### src/rtl/spi_resp_pkg.sv
// Shared types and constants for the SPI ADC responder.
package spi_resp_pkg;

    localparam int DEF_DATA_W  = 12;
    localparam int DEF_FRAME_W = 16;
    localparam int CNT_W       = 5;
    localparam int FCNT_W      = 8;

    typedef enum logic [1:0] {
        WAIT_IDLE = 2'd0,
        IDLE      = 2'd1,
        SHIFT     = 2'd2
    } state_t;

endpackage

### src/rtl/spi_sync_edge.sv
// Multi-stage synchroniser for one asynchronous SPI pin, with registered
// rise/fall pulses aligned to the cycle the synchronised level changes.
module spi_sync_edge #(
    parameter int   STAGES    = 2,
    parameter logic RESET_VAL = 1'b0
) (
    input  logic clk,
    input  logic reset,
    input  logic din,
    output logic level,
    output logic rise,
    output logic fall
);

    logic [STAGES-1:0] sync_q;

    always_ff @(posedge clk) begin
        if (reset) begin
            sync_q <= {STAGES{RESET_VAL}};
            rise   <= 1'b0;
            fall   <= 1'b0;
        end else begin
            sync_q <= {sync_q[STAGES-2:0], din};
            // Edge is taken between the last two stages so it lines up with level.
            rise   <= sync_q[STAGES-2] & ~sync_q[STAGES-1];
            fall   <= ~sync_q[STAGES-2] & sync_q[STAGES-1];
        end
    end

    assign level = sync_q[STAGES-1];

endmodule

### src/rtl/spi_adc_responder.sv
// SPI mode-0 stand-in for the external ADC: returns a zero-padded sample on MISO
// and captures the master's MOSI word. Define SPI_RESP_RAMP_EN to return a ramp.
module spi_adc_responder
    import spi_resp_pkg::*;
#(
    parameter int DATA_W      = DEF_DATA_W,
    parameter int FRAME_W     = DEF_FRAME_W,
    parameter int SYNC_STAGES = 2
) (
    input  logic               clk,
    input  logic               reset,
    input  logic               i_sck,
    input  logic               i_cs,
    input  logic               i_mosi,
    output logic               o_miso,
    output logic               o_miso_oe,
    input  logic [DATA_W-1:0]  i_sample,
    input  logic               i_sample_valid,
    output logic [FRAME_W-1:0] o_rx_data,
    output logic               o_frame_done,
    output logic               o_frame_err,
    output logic [FCNT_W-1:0]  o_frame_cnt,
    output logic [1:0]         o_state
);

    logic sck_lvl, sck_rise, sck_fall;
    logic cs_lvl, cs_rise, cs_fall;
    logic mosi_lvl, unused_mosi_rise, unused_mosi_fall;

    spi_sync_edge #(.STAGES(SYNC_STAGES), .RESET_VAL(1'b0)) u_sync_sck (
        .clk(clk), .reset(reset), .din(i_sck),
        .level(sck_lvl), .rise(sck_rise), .fall(sck_fall)
    );
    spi_sync_edge #(.STAGES(SYNC_STAGES), .RESET_VAL(1'b1)) u_sync_cs (
        .clk(clk), .reset(reset), .din(i_cs),
        .level(cs_lvl), .rise(cs_rise), .fall(cs_fall)
    );
    spi_sync_edge #(.STAGES(SYNC_STAGES), .RESET_VAL(1'b0)) u_sync_mosi (
        .clk(clk), .reset(reset), .din(i_mosi),
        .level(mosi_lvl), .rise(unused_mosi_rise), .fall(unused_mosi_fall)
    );

    state_t              state, state_nxt;
    logic [FRAME_W-1:0]  tx, tx_nxt, rx, rx_nxt, rx_data, rx_data_nxt;
    logic [CNT_W-1:0]    cnt, cnt_nxt;
    logic [FCNT_W-1:0]   fcnt, fcnt_nxt;
    logic                miso, miso_nxt, oe, oe_nxt, done_nxt, err_nxt;
    logic [DATA_W-1:0]   src;
    logic [FRAME_W-1:0]  frame_word;

`ifdef SPI_RESP_RAMP_EN
    logic [DATA_W-1:0] ramp;
    logic              unused_sample;
    assign unused_sample = ^{i_sample, i_sample_valid};

    always_ff @(posedge clk) begin
        if (reset)         ramp <= '0;
        else if (done_nxt) ramp <= ramp + 1'b1;
    end
    assign src = ramp;
`else
    logic [DATA_W-1:0] holding;

    // A load in the same cycle as frame start lands in the next frame.
    always_ff @(posedge clk) begin
        if (reset)               holding <= '0;
        else if (i_sample_valid) holding <= i_sample;
    end
    assign src = holding;
`endif

    assign frame_word = {{(FRAME_W-DATA_W){1'b0}}, src};

    always_comb begin
        state_nxt   = state;
        tx_nxt      = tx;
        rx_nxt      = rx;
        cnt_nxt     = cnt;
        miso_nxt    = miso;
        oe_nxt      = oe;
        rx_data_nxt = rx_data;
        fcnt_nxt    = fcnt;
        done_nxt    = 1'b0;
        err_nxt     = 1'b0;
        case (state)
            WAIT_IDLE: begin
                // cs must read high for a full synchroniser flush before trusting it.
                miso_nxt = 1'b0;
                oe_nxt   = 1'b0;
                if (!cs_lvl) begin
                    cnt_nxt = '0;
                end else if (cnt == CNT_W'(SYNC_STAGES + 1)) begin
                    cnt_nxt   = '0;
                    state_nxt = IDLE;
                end else begin
                    cnt_nxt = cnt + 1'b1;
                end
            end
            IDLE: begin
                miso_nxt = 1'b0;
                oe_nxt   = 1'b0;
                if (cs_fall) begin
                    tx_nxt    = frame_word;
                    rx_nxt    = '0;
                    miso_nxt  = frame_word[FRAME_W-1];
                    oe_nxt    = 1'b1;
                    cnt_nxt   = '0;
                    state_nxt = SHIFT;
                end
            end
            SHIFT: begin
                if (cs_rise) begin
                    miso_nxt  = 1'b0;
                    oe_nxt    = 1'b0;
                    state_nxt = IDLE;
                    if (cnt == CNT_W'(FRAME_W)) begin
                        rx_data_nxt = rx;
                        done_nxt    = 1'b1;
                        fcnt_nxt    = fcnt + 1'b1;
                    end else begin
                        err_nxt = 1'b1;
                    end
                end else if (sck_rise) begin
                    rx_nxt = {rx[FRAME_W-2:0], mosi_lvl};
                    if (cnt != '1) cnt_nxt = cnt + 1'b1;
                end else if (sck_fall) begin
                    tx_nxt   = {tx[FRAME_W-2:0], 1'b0};
                    miso_nxt = tx[FRAME_W-2];
                end
            end
            default: state_nxt = WAIT_IDLE;
        endcase
    end

    always_ff @(posedge clk) begin
        if (reset) begin
            state        <= WAIT_IDLE;
            tx           <= '0;
            rx           <= '0;
            cnt          <= '0;
            miso         <= 1'b0;
            oe           <= 1'b0;
            rx_data      <= '0;
            fcnt         <= '0;
            o_frame_done <= 1'b0;
            o_frame_err  <= 1'b0;
        end else begin
            state        <= state_nxt;
            tx           <= tx_nxt;
            rx           <= rx_nxt;
            cnt          <= cnt_nxt;
            miso         <= miso_nxt;
            oe           <= oe_nxt;
            rx_data      <= rx_data_nxt;
            fcnt         <= fcnt_nxt;
            o_frame_done <= done_nxt;
            o_frame_err  <= err_nxt;
        end
    end

    assign o_miso      = miso;
    assign o_miso_oe   = oe;
    assign o_rx_data   = rx_data;
    assign o_frame_cnt = fcnt;
    assign o_state     = state;

endmodule

### config.mk
export PLATFORM = sky130hd
export DESIGN_NAME = spi_adc_responder
export DESIGN_NICKNAME = d
export VERILOG_FILES = /design/src/rtl/spi_resp_pkg.sv /design/src/rtl/spi_sync_edge.sv /design/src/rtl/spi_adc_responder.sv
export SDC_FILE = /design/constraint.sdc
export NUM_CORES = 1
export LEC_CHECK = 0
export CAP_MARGIN = 5
export CORE_MARGIN = 3
export CORE_UTILIZATION = 46
export CTS_CLUSTER_SIZE = 20
export DETAILED_ROUTE_END_ITERATION = 10
export HOLD_SLACK_MARGIN = 0.02
export PLACE_DENSITY = 0.69
export SETUP_SLACK_MARGIN = 0.2
export SKIP_CTS_REPAIR_TIMING = 1
export SYNTH_ARGS = -nofsm -noshare
export SYNTH_HDL_FRONTEND = slang
export SYNTH_HIERARCHICAL = 1
export SYNTH_SLANG_ARGS = --single-unit
### constraint.sdc
create_clock -name clk -period 2.25 [get_ports clk]
set_clock_uncertainty 0.05 [all_clocks]
set_input_delay 0.45 -clock clk [delete_from_list [all_inputs] [get_ports clk]]
set_output_delay 0.45 -clock clk [all_outputs]
set_load 0.05 [all_outputs]
After elaboration in Yosys (flattened, before gate mapping)
Index checks and enable logic that the tools add are counted.
{ "word_totals": {"regBits": 88, "inputBits": 18, "output_inout_bits": 30} }
{ "classes": {"add_sub_neg": 2, "eq_ne": 16, "mux": 30, "n_bitwise": 10, "reduce_logical": 13} }
{ "ops": {"columns": ["operator", "n"], "rows": [
  ["2-to-1 mux 15 bit", 4],
  ["2-to-1 mux 16 bit", 3],
  ["case mux 16 bit (2 select lines)", 1],
  ["2-to-1 mux 5 bit", 6],
  ["case mux 15 bit (2 select lines)", 1],
  ["case mux 5 bit (3 select lines)", 1],
  ["inequality test 2 x 1 -> 1 bit, second input constant", 5],
  ["AND reduction 5 bit", 2],
  ["adder 8 x 1 -> 8 bit, second input constant", 1],
  ["2-to-1 mux 2 bit", 4],
  ["inequality test 2 bit, second input constant", 4],
  ["AND reduction 4 bit", 2],
  ["2-to-1 mux 1 bit", 7],
  ["inverter 1 bit", 6],
  ["case mux 2 bit (3 select lines)", 1],
  ["AND reduction 3 bit", 2],
  ["adder 5 x 1 -> 5 bit, second input constant", 1],
  ["== test 5 x 2 -> 1 bit, second input constant", 1],
  ["== test 5 bit, second input constant", 1],
  ["inequality test 5 bit, second input constant", 1],
  ["AND 1 bit", 4],
  ["nonzero test 2 bit", 2],
  ["inequality test 3 x 1 -> 1 bit, second input constant", 1],
  ["inequality test 3 x 2 -> 1 bit, second input constant", 1],
  ["9 further kinds", 9]
]} }

Depth between registers and ports, before layout
Gate-level depths: netlist (run 1).
{ "logic_depth": {"word_depth": 5, "ltp_mapped": 9, "ltp_nobuf": 7} }

Cells and area by module
The synthesis (run 1) kept the hierarchy.
{ "by_module_without_submodules": {"columns": ["mod", "instances", "cells_per_inst", "area_each_um2", "seq_area_each_um2"], "rows": [
  ["spi_adc_responder", 1, 367, 3206.8, 1561.5],
  ["spi_sync_edge at u_sync_mosi ...", 2, 8, 117.6, 80.1],
  ["spi_sync_edge at u_sync_cs", 1, 8, 107.6, 80.1]
]} }

Least setup slack after synthesis (run 1)
OpenSTA, ideal clock, no wires.
{ "synth_timing": {"path_type": "flip-flop to flip-flop", "from": "register state[1], in the netlist o_state[1]", "to": "register tx[10]", "setup_time_ns": 0.134, "t_arrival_ns": 2.097, "setup_slack_ns": -0.031, "path_stages_with_launch": 8, "n_path_buf": 2, "period_less_slack_ns": 2.281, "cell_sequence": "dfxtp_1 -> inv_1 -> ha_1 -> and2b_4 -> a2111oi_1 -> buf_2 -> buf_2 -> a211oi_1"} }
{ "synth_between": {"elab_chain_len": 3} }
{ "synth_lines": {"columns": ["element", "line", "source"], "rows": [
  ["start: declaration", "spi_adc_responder.sv:43", "state_t state, state_nxt;"],
  ["start signal: assignment", "spi_adc_responder.sv:148", "state <= state_nxt;"],
  ["== test 2 bit / == test 2 x 1 -> 1 bit (equally long branches)", "spi_adc_responder.sv:85", "case (state)"],
  ["inequality test 2 bit (no source line), or another cell as far along", null, null],
  ["AND reduction 5 bit (no source line)", null, null],
  ["end signal: assignment", "spi_adc_responder.sv:149", "tx <= tx_nxt;"],
  ["end: declaration", "spi_adc_responder.sv:44", "logic [FRAME_W-1:0] tx, tx_nxt, rx, rx_nxt, rx_data, rx_data_nxt;"]
]} }
Several ways; a longest one is shown, not always the timed one.
A chain may end at the register's enable or synchronous reset.

Worst setup path after layout (run 1)
{ "layout_timing": {"from": "register cnt[1]", "to": "register cnt[3]"} }
{ "layout_between": {"elab_chain_len": 5} }
{ "layout_lines": {"columns": ["element", "line", "source"], "rows": [
  ["start: declaration", "spi_adc_responder.sv:45", "logic [CNT_W-1:0] cnt, cnt_nxt;"],
  ["start signal: assignment", "spi_adc_responder.sv:151", "cnt <= cnt_nxt;"],
  ["adder 5 x 1 -> 5 bit", "spi_adc_responder.sv:96, spi_adc_responder.sv:125", null],
  ["2-to-1 mux 5 bit", "spi_adc_responder.sv:125", "if (cnt != '1) cnt_nxt = cnt + 1'b1;"],
  ["2-to-1 mux 5 bit", "spi_adc_responder.sv:123", "end else if (sck_rise) begin"],
  ["2-to-1 mux 5 bit", "spi_adc_responder.sv:112", "if (cs_rise) begin"],
  ["case mux 5 bit (3 select lines)", "spi_adc_responder.sv:85", null]
]} }
Several ways; a longest one is shown, not always the timed one. The select of a mux whose other input is x is not followed.

==> results.md, run 1 <==
- Worst r2r dst: cnt[3]$_SDFFE_PP0P_
- Worst path slowest cell: a2111o_1
- CP Launch Type: flip-flop
- Total GRT Usage: 0.1596
- Clk slew on worst S/H paths: 0.09 ns
- Final GP Congestion: 0.7877
- DR WL/cell: 12.68 um
- Vias after detailed routing: 2723
- Hold Crit Depth: 1
- Post-Syn Area: 3485 um^2
- Gate Count Post-Synth: 387
- Root buffer cell: clkbuf_8
- Pwr/cell area: 901.6 nW/um^2
- WHS: 0.3802 ns
- Top cell family by delay on the critical path: compound AO/OA/AOI/OAI gates
- R2r startpoint: cnt[1]$_SDFFE_PP0P_
- Remaining global-route overflow: 0
- Static leakage: 1.840 nW
- Crit path buf inv count: 0
- Max-slew violation count: 0
- Share of layout cells above drive strength 1: 0.1179
- IO buf count: 47
- Crit Path Category: flip-flop to flip-flop
- Fmax: 469.6 MHz
- Die H: 93.04 um
- Max incr delay on CP: 0.53 ns
- Core area: 7292 um^2
- CP arrival: 2.36 ns
- Pre-CTS WS: 0.1349 ns
- R2R setup slack: 0.12 ns
- Ant diodes: 0
- Clk sinks: 88
- Final HPWL DP: 4.324 mm
- Status: finished clean
- IO Pins: 48
- Crit path top cell by count: ha_4
- Final hold viol count: 0
- Row cnt: 31
- Vias in the first global route: 2446
- R2r worst-path depth: 7
- Post-Syn Nets: 413
- Final worst slack: 0.1204 ns
- Setup TNS: 0 ns
- CTS H-tree depth: 3
- Critical Path, Cell by Cell: ha_4 > and3_4 > ha_4 > nand2b_4 > a2111o_1 > or3_4 > a21oi_2
- Starting DRT DRC Count: 151
- Die ar.: 8656 um^2
- Starting density of the core: 0.4779
- Hold_sp: u_sync_sck/sync_q[1]$_SDFF_PP0_
- Worst vdd ir: 0.0004951 V
- WL final: 6.848 mm
- Pin count of the biggest net entering global routing: 57
- CTS Buffer Depth: 2
- Crit Path Max Fanout: 8
- Unrepaired setup endpoints after global routing: true
- Commonest cells after routing, fill and taps aside: dfxtp_1, nand2_1, a21oi_1
- Initial antenna violation count: 0
- Fin crit share: 0.9465
- Post-layout minimum cycle time: 2.130 ns
- CTS tree: done
- First-pass GRT wire length: 11.38 mm
- Min-delay worst type: flip-flop to flip-flop
- MaxCap Viol Count: 0
- Post-synthesis average cell area: 9.004 um^2
- Yosys warns: 6
- Num CTS Buffers: 9
- Layout Nets: 462
- Cell count along the critical path: 7
- Worst Max-Slew Pin Slew: 0.5576 ns
- Final setup violation count: 0
- Most common cell after layout, fill and taps aside: dfxtp_1
- Worst hold path endpoint: u_sync_sck/rise$_SDFF_PP0_
- Total power: 4.034 mW
- Area grow syn2layout: 28.40%
- Detailed Routing Iterations Pass 1: 4
- Setup crit end kind: flip-flop
- Worst-Skew Late Latency: 0.35 ns
- Max_slew headroom: 0.6283
- Post-route ant nets: 0
- CP required: 2.48 ns
- Die W: 93.04 um
- Vias per cell: 5.043
- Number of remaining DRC errors: 0
## state kept, by name (all words and copies together) (netlist names), 2 cells and up
register,flops
cnt,5
holding,12
o_frame_cnt,8
o_rx_data,16
o_state,2
rx,16
tx,15
u_sync_cs/sync_q,2
u_sync_mosi/sync_q,2
u_sync_sck/sync_q,2
## metrics by stage
stage / area, um^2 / std cells / util
final: 4474 / 540 / 0.6136
after global routing: 4474 / 540 / 0.6136
after CTS: 4319 / 536 / 0.5923
after detailed placement: 4091 / 520 / 0.5611
after global placement: 4091 / 520 / 0.5611
after floorplan: 3492 / 387 / -
## final cells by class
class                   count  area (um^2)
clock buffers               9        123.9
clock inverters             7        103.9
fillers                   649         2818
inverters                   7        26.28
multi-input cells         267         1670
flip-flops and latches     88         1772
well taps                  99        123.9
repair buffers             63        654.4
## report_power, final
part,internal (mW),switching (mW)
registers,1.70,0.0881
logic,0.456,0.569
clock network,0.639,0.580
## worst max path at each step
| stage | startpoint | to | slack, ns |
|---|---|---|---|
| 6_report | cnt[1]$_SDFFE_PP0P_ | cnt[3]$_SDFFE_PP0P_ | 0.12 |
| 4_1_cts | cnt[1]$_SDFFE_PP0P_ | cnt[3]$_SDFFE_PP0P_ | 0.10 |
| 5_1_grt | cnt[1]$_SDFFE_PP0P_ | cnt[3]$_SDFFE_PP0P_ | 0.04 |
| 3_3_place_gp | cnt[1]$_SDFFE_PP0P_ | cnt[3]$_SDFFE_PP0P_ | 0.16 |
| 3_5_place_dp | cnt[1]$_SDFFE_PP0P_ | cnt[3]$_SDFFE_PP0P_ | 0.13 |
| 2_1_floorplan | cnt[0]$_SDFFE_PP0P_ | cnt[3]$_SDFFE_PP0P_ | 0.21 |
## metal layers
| metal | vias to the layer above | wire, um | share of wire | global-route usage |
|---|---|---|---|---|
| li1 | 1422 | - | - | - |
| met1 | 1223 | 3444 | 0.50 | 0.2319 |
| met2 | 73 | 2965 | 0.43 | 0.2304 |
| met3 | 5 | 382 | 0.056 | 0.03379 |
| met4 | 0 | 55 | 0.0080 | 0.06227 |
| met5 | - | 0 | 0 | 0 |
Power figures use the tool's default switching activity.
==> inputs of run 2 (changes only) <==
--- a/config.mk
+++ b/config.mk
@@ -7,11 +7,11 @@
 export LEC_CHECK = 0
 export CAP_MARGIN = 5
 export CORE_MARGIN = 3
-export CORE_UTILIZATION = 46
+export CORE_UTILIZATION = 40
 export CTS_CLUSTER_SIZE = 20
 export DETAILED_ROUTE_END_ITERATION = 10
 export HOLD_SLACK_MARGIN = 0.02
-export PLACE_DENSITY = 0.69
+export PLACE_DENSITY = 0.62
 export SETUP_SLACK_MARGIN = 0.2
 export SKIP_CTS_REPAIR_TIMING = 1
 export SYNTH_ARGS = -nofsm -noshare
==> run 2 against run 1 <==
Compared with the run above:
- die area is 14% higher
- via count is 0.29% higher
- cell area is 0.64% lower
- critical path depth stayed put
- sequential cell count stayed put
- critical path type unchanged
- largest power group unchanged
- register-to-register slack better by 0.06 ns
==> results.md, run 2 (same netlist as run 1, synthesis figures left out) <==
- Hold Crit Depth: 1 (unchanged)
- Final setup violation count: 0 (unchanged)
- Net Sw Power: 1.302 mW (+5.3%)
- Worst-Skew Late Latency: 0.37 ns (+0.02 ns)
- Status: finished clean
- Most common cell after layout, fill and taps aside: dfxtp_1
- Pwr/cell area: 872.6 nW/um^2 (-3.2%)
- CP arrival: 2.32 ns (-0.04 ns)
- Internal power: 2.577 mW (-7.9%)
- Setup crit end kind: flip-flop
- R2r worst-path depth: 7 (unchanged)
- Starting DRT DRC Count: 103 (-32%)
- Number of remaining DRC errors: 0 (unchanged)
- CTS Buffer Depth: 2 (unchanged)
- Cell count along the critical path: 7 (unchanged)
- Register share of total power: 0.462 (+0.018)
- CP Launch Type: flip-flop
- Total GRT Usage: 0.1443 (-0.01527)
- Core Util, Final: 0.5330 (-0.08059)
- Worst path slowest cell: a2111o_1
- Clk slew on worst S/H paths: 0.10 ns (about the same)
- DR WL/cell: 13.11 um (+3.4%)
- Core area: 8341 um^2 (+14%)
- CTS tree: done
- Worst Max-Slew Pin Slew: 0.5142 ns (-0.04339 ns)
- Crit path buf inv count: 0 (unchanged)
- Min-delay worst type: flip-flop to flip-flop
- Crit Path Max Fanout: 7 (-1)
- IO Pins: 48 (unchanged)
- Die ar.: 9867 um^2 (+14%)
- Area grow syn2layout: 27.58%
- Row cnt: 33 (+6.5%)
- Remaining global-route overflow: 0 (unchanged)
- Final HPWL DP: 4.633 mm (+7.1%)
- First-pass GRT wire length: 11.70 mm (+2.8%)
- Vias in the first global route: 2470 (+0.98%)
- IO buf count: 47 (unchanged)
- Die W: 99.34 um (+6.8%)
- Vias per cell: 4.984 (-1.2%)
- Top cell family by delay on the critical path: simple AND/OR/NAND/NOR gates
- Unrepaired setup endpoints after global routing: true
- Worst vdd ir: 0.0004914 V (-0.75%)
- Fmax: 482.6 MHz (+2.8%)
- Die H: 99.34 um (+6.8%)
- Num CTS Buffers: 9 (unchanged)
- CP required: 2.50 ns (+0.02 ns)
- Max-slew violation count: 0 (unchanged)
- Critical Path, Cell by Cell: ha_4 > and3_4 > ha_2 > nand2b_4 > a2111o_1 > or3_1 > a21oi_1
- Layout Nets: 464 (+0.43%)
- Max_slew headroom: 0.6566 (+0.02837)
- Sw frac: 0.3356 (+0.02901)
- MaxCap Viol Count: 0 (unchanged)
- Static leakage: 1.929 nW (+4.8%)
- Post-layout minimum cycle time: 2.072 ns (-0.05740 ns)
- WL final: 7.187 mm (+5.0%)
- Crit Path Category: flip-flop to flip-flop
- Fin crit share: 0.9210 (-0.02551)
- Combinational Power Share: 0.255 (about the same)
- Initial antenna violation count: 0 (unchanged)
- Setup TNS: 0 ns (unchanged)
- Ant diodes: 0 (unchanged)
- Total power: 3.879 mW (-3.8%)
- Max incr delay on CP: 0.50 ns (-0.03 ns)
- Share of layout cells above drive strength 1: 0.1219 (+0.003982)
- Clk pwr share: 0.283 (-0.019)
- Root buffer cell: clkbuf_8
- Detailed Routing Iterations Pass 1: 6 (+2)
- Vias after detailed routing: 2731 (+0.29%)
- WHS: 0.3772 ns (-0.003013 ns)
- Starting density of the core: 0.4178 (-0.06007)
- Final GP Congestion: 0.7813 (-0.81%)
- CTS H-tree depth: 3 (unchanged)
- Final hold viol count: 0 (unchanged)
- Post-route ant nets: 0 (unchanged)
- Clk sinks: 88 (unchanged)
- Commonest cells after routing, fill and taps aside: dfxtp_1, nand2_1, a21oi_1
- Pin count of the biggest net entering global routing: 49 (-14%)
[run 2: cell types whose count changed in the layout (fill, tap and decap cells not counted), sizes merged]
cell           change
buf                +2
inv                +2
dlymetal6s2s       +5
clkdlybuf4s50      -5
bufinv             -2
clkinv             +2
clkinvlp           -2
[run 2: power groups by stage]
stage	Sequential [mW]	Combinational, mW	Clock [mW]
CTS	1.78	0.933	1.12
global route	1.81	1.09	1.18
global placement	1.81	0.913	0
detailed placement	1.82	0.927	0
finish	1.79	0.989	1.10
floorplan	1.84	0.612	0
[run 2: stage by stage]
stage / cell area [um^2] / instances / worst slack (ns)
finish: 4446 / 548 / 0.1778
global route: 4446 / 548 / 0.1115
CTS: 4314 / 546 / 0.08420
detailed placement: 4116 / 530 / 0.1391
global placement: 4116 / 530 / 0.1767
floorplan: 3492 / 387 / 0.2111
[run 2: path summary, 6_finish.rpt]
kind,start,end,slack [ns]
max reg2reg,cnt[1]$_SDFFE_PP0P_,cnt[2]$_SDFFE_PP0P_,0.18
max,cnt[1]$_SDFFE_PP0P_,cnt[2]$_SDFFE_PP0P_,0.18
min reg2reg,u_sync_sck/sync_q[1]$_SDFF_PP0_,u_sync_sck/rise$_SDFF_PP0_,0.38
min,u_sync_sck/sync_q[1]$_SDFF_PP0_,u_sync_sck/rise$_SDFF_PP0_,0.38
[run 2: final cells by class]
cell class / count / area (um^2)
clock buffer: 9 / 123.9
clock inverter: 7 / 73.82
fill: 764 / 3895
inverter: 7 / 26.28
multi-input combinational: 267 / 1649
sequential: 88 / 1772
tap: 105 / 131.4
timing repair buffer: 65 / 669.4
[run 2: layer usage]
metal	up-vias	track usage	routed length, um
met5	-	0	0
met2	38	0.2056	3070
met4	0	0.05987	99
met1	1261	0.2113	3759
met3	10	0.03015	257
li1	1422	-	-
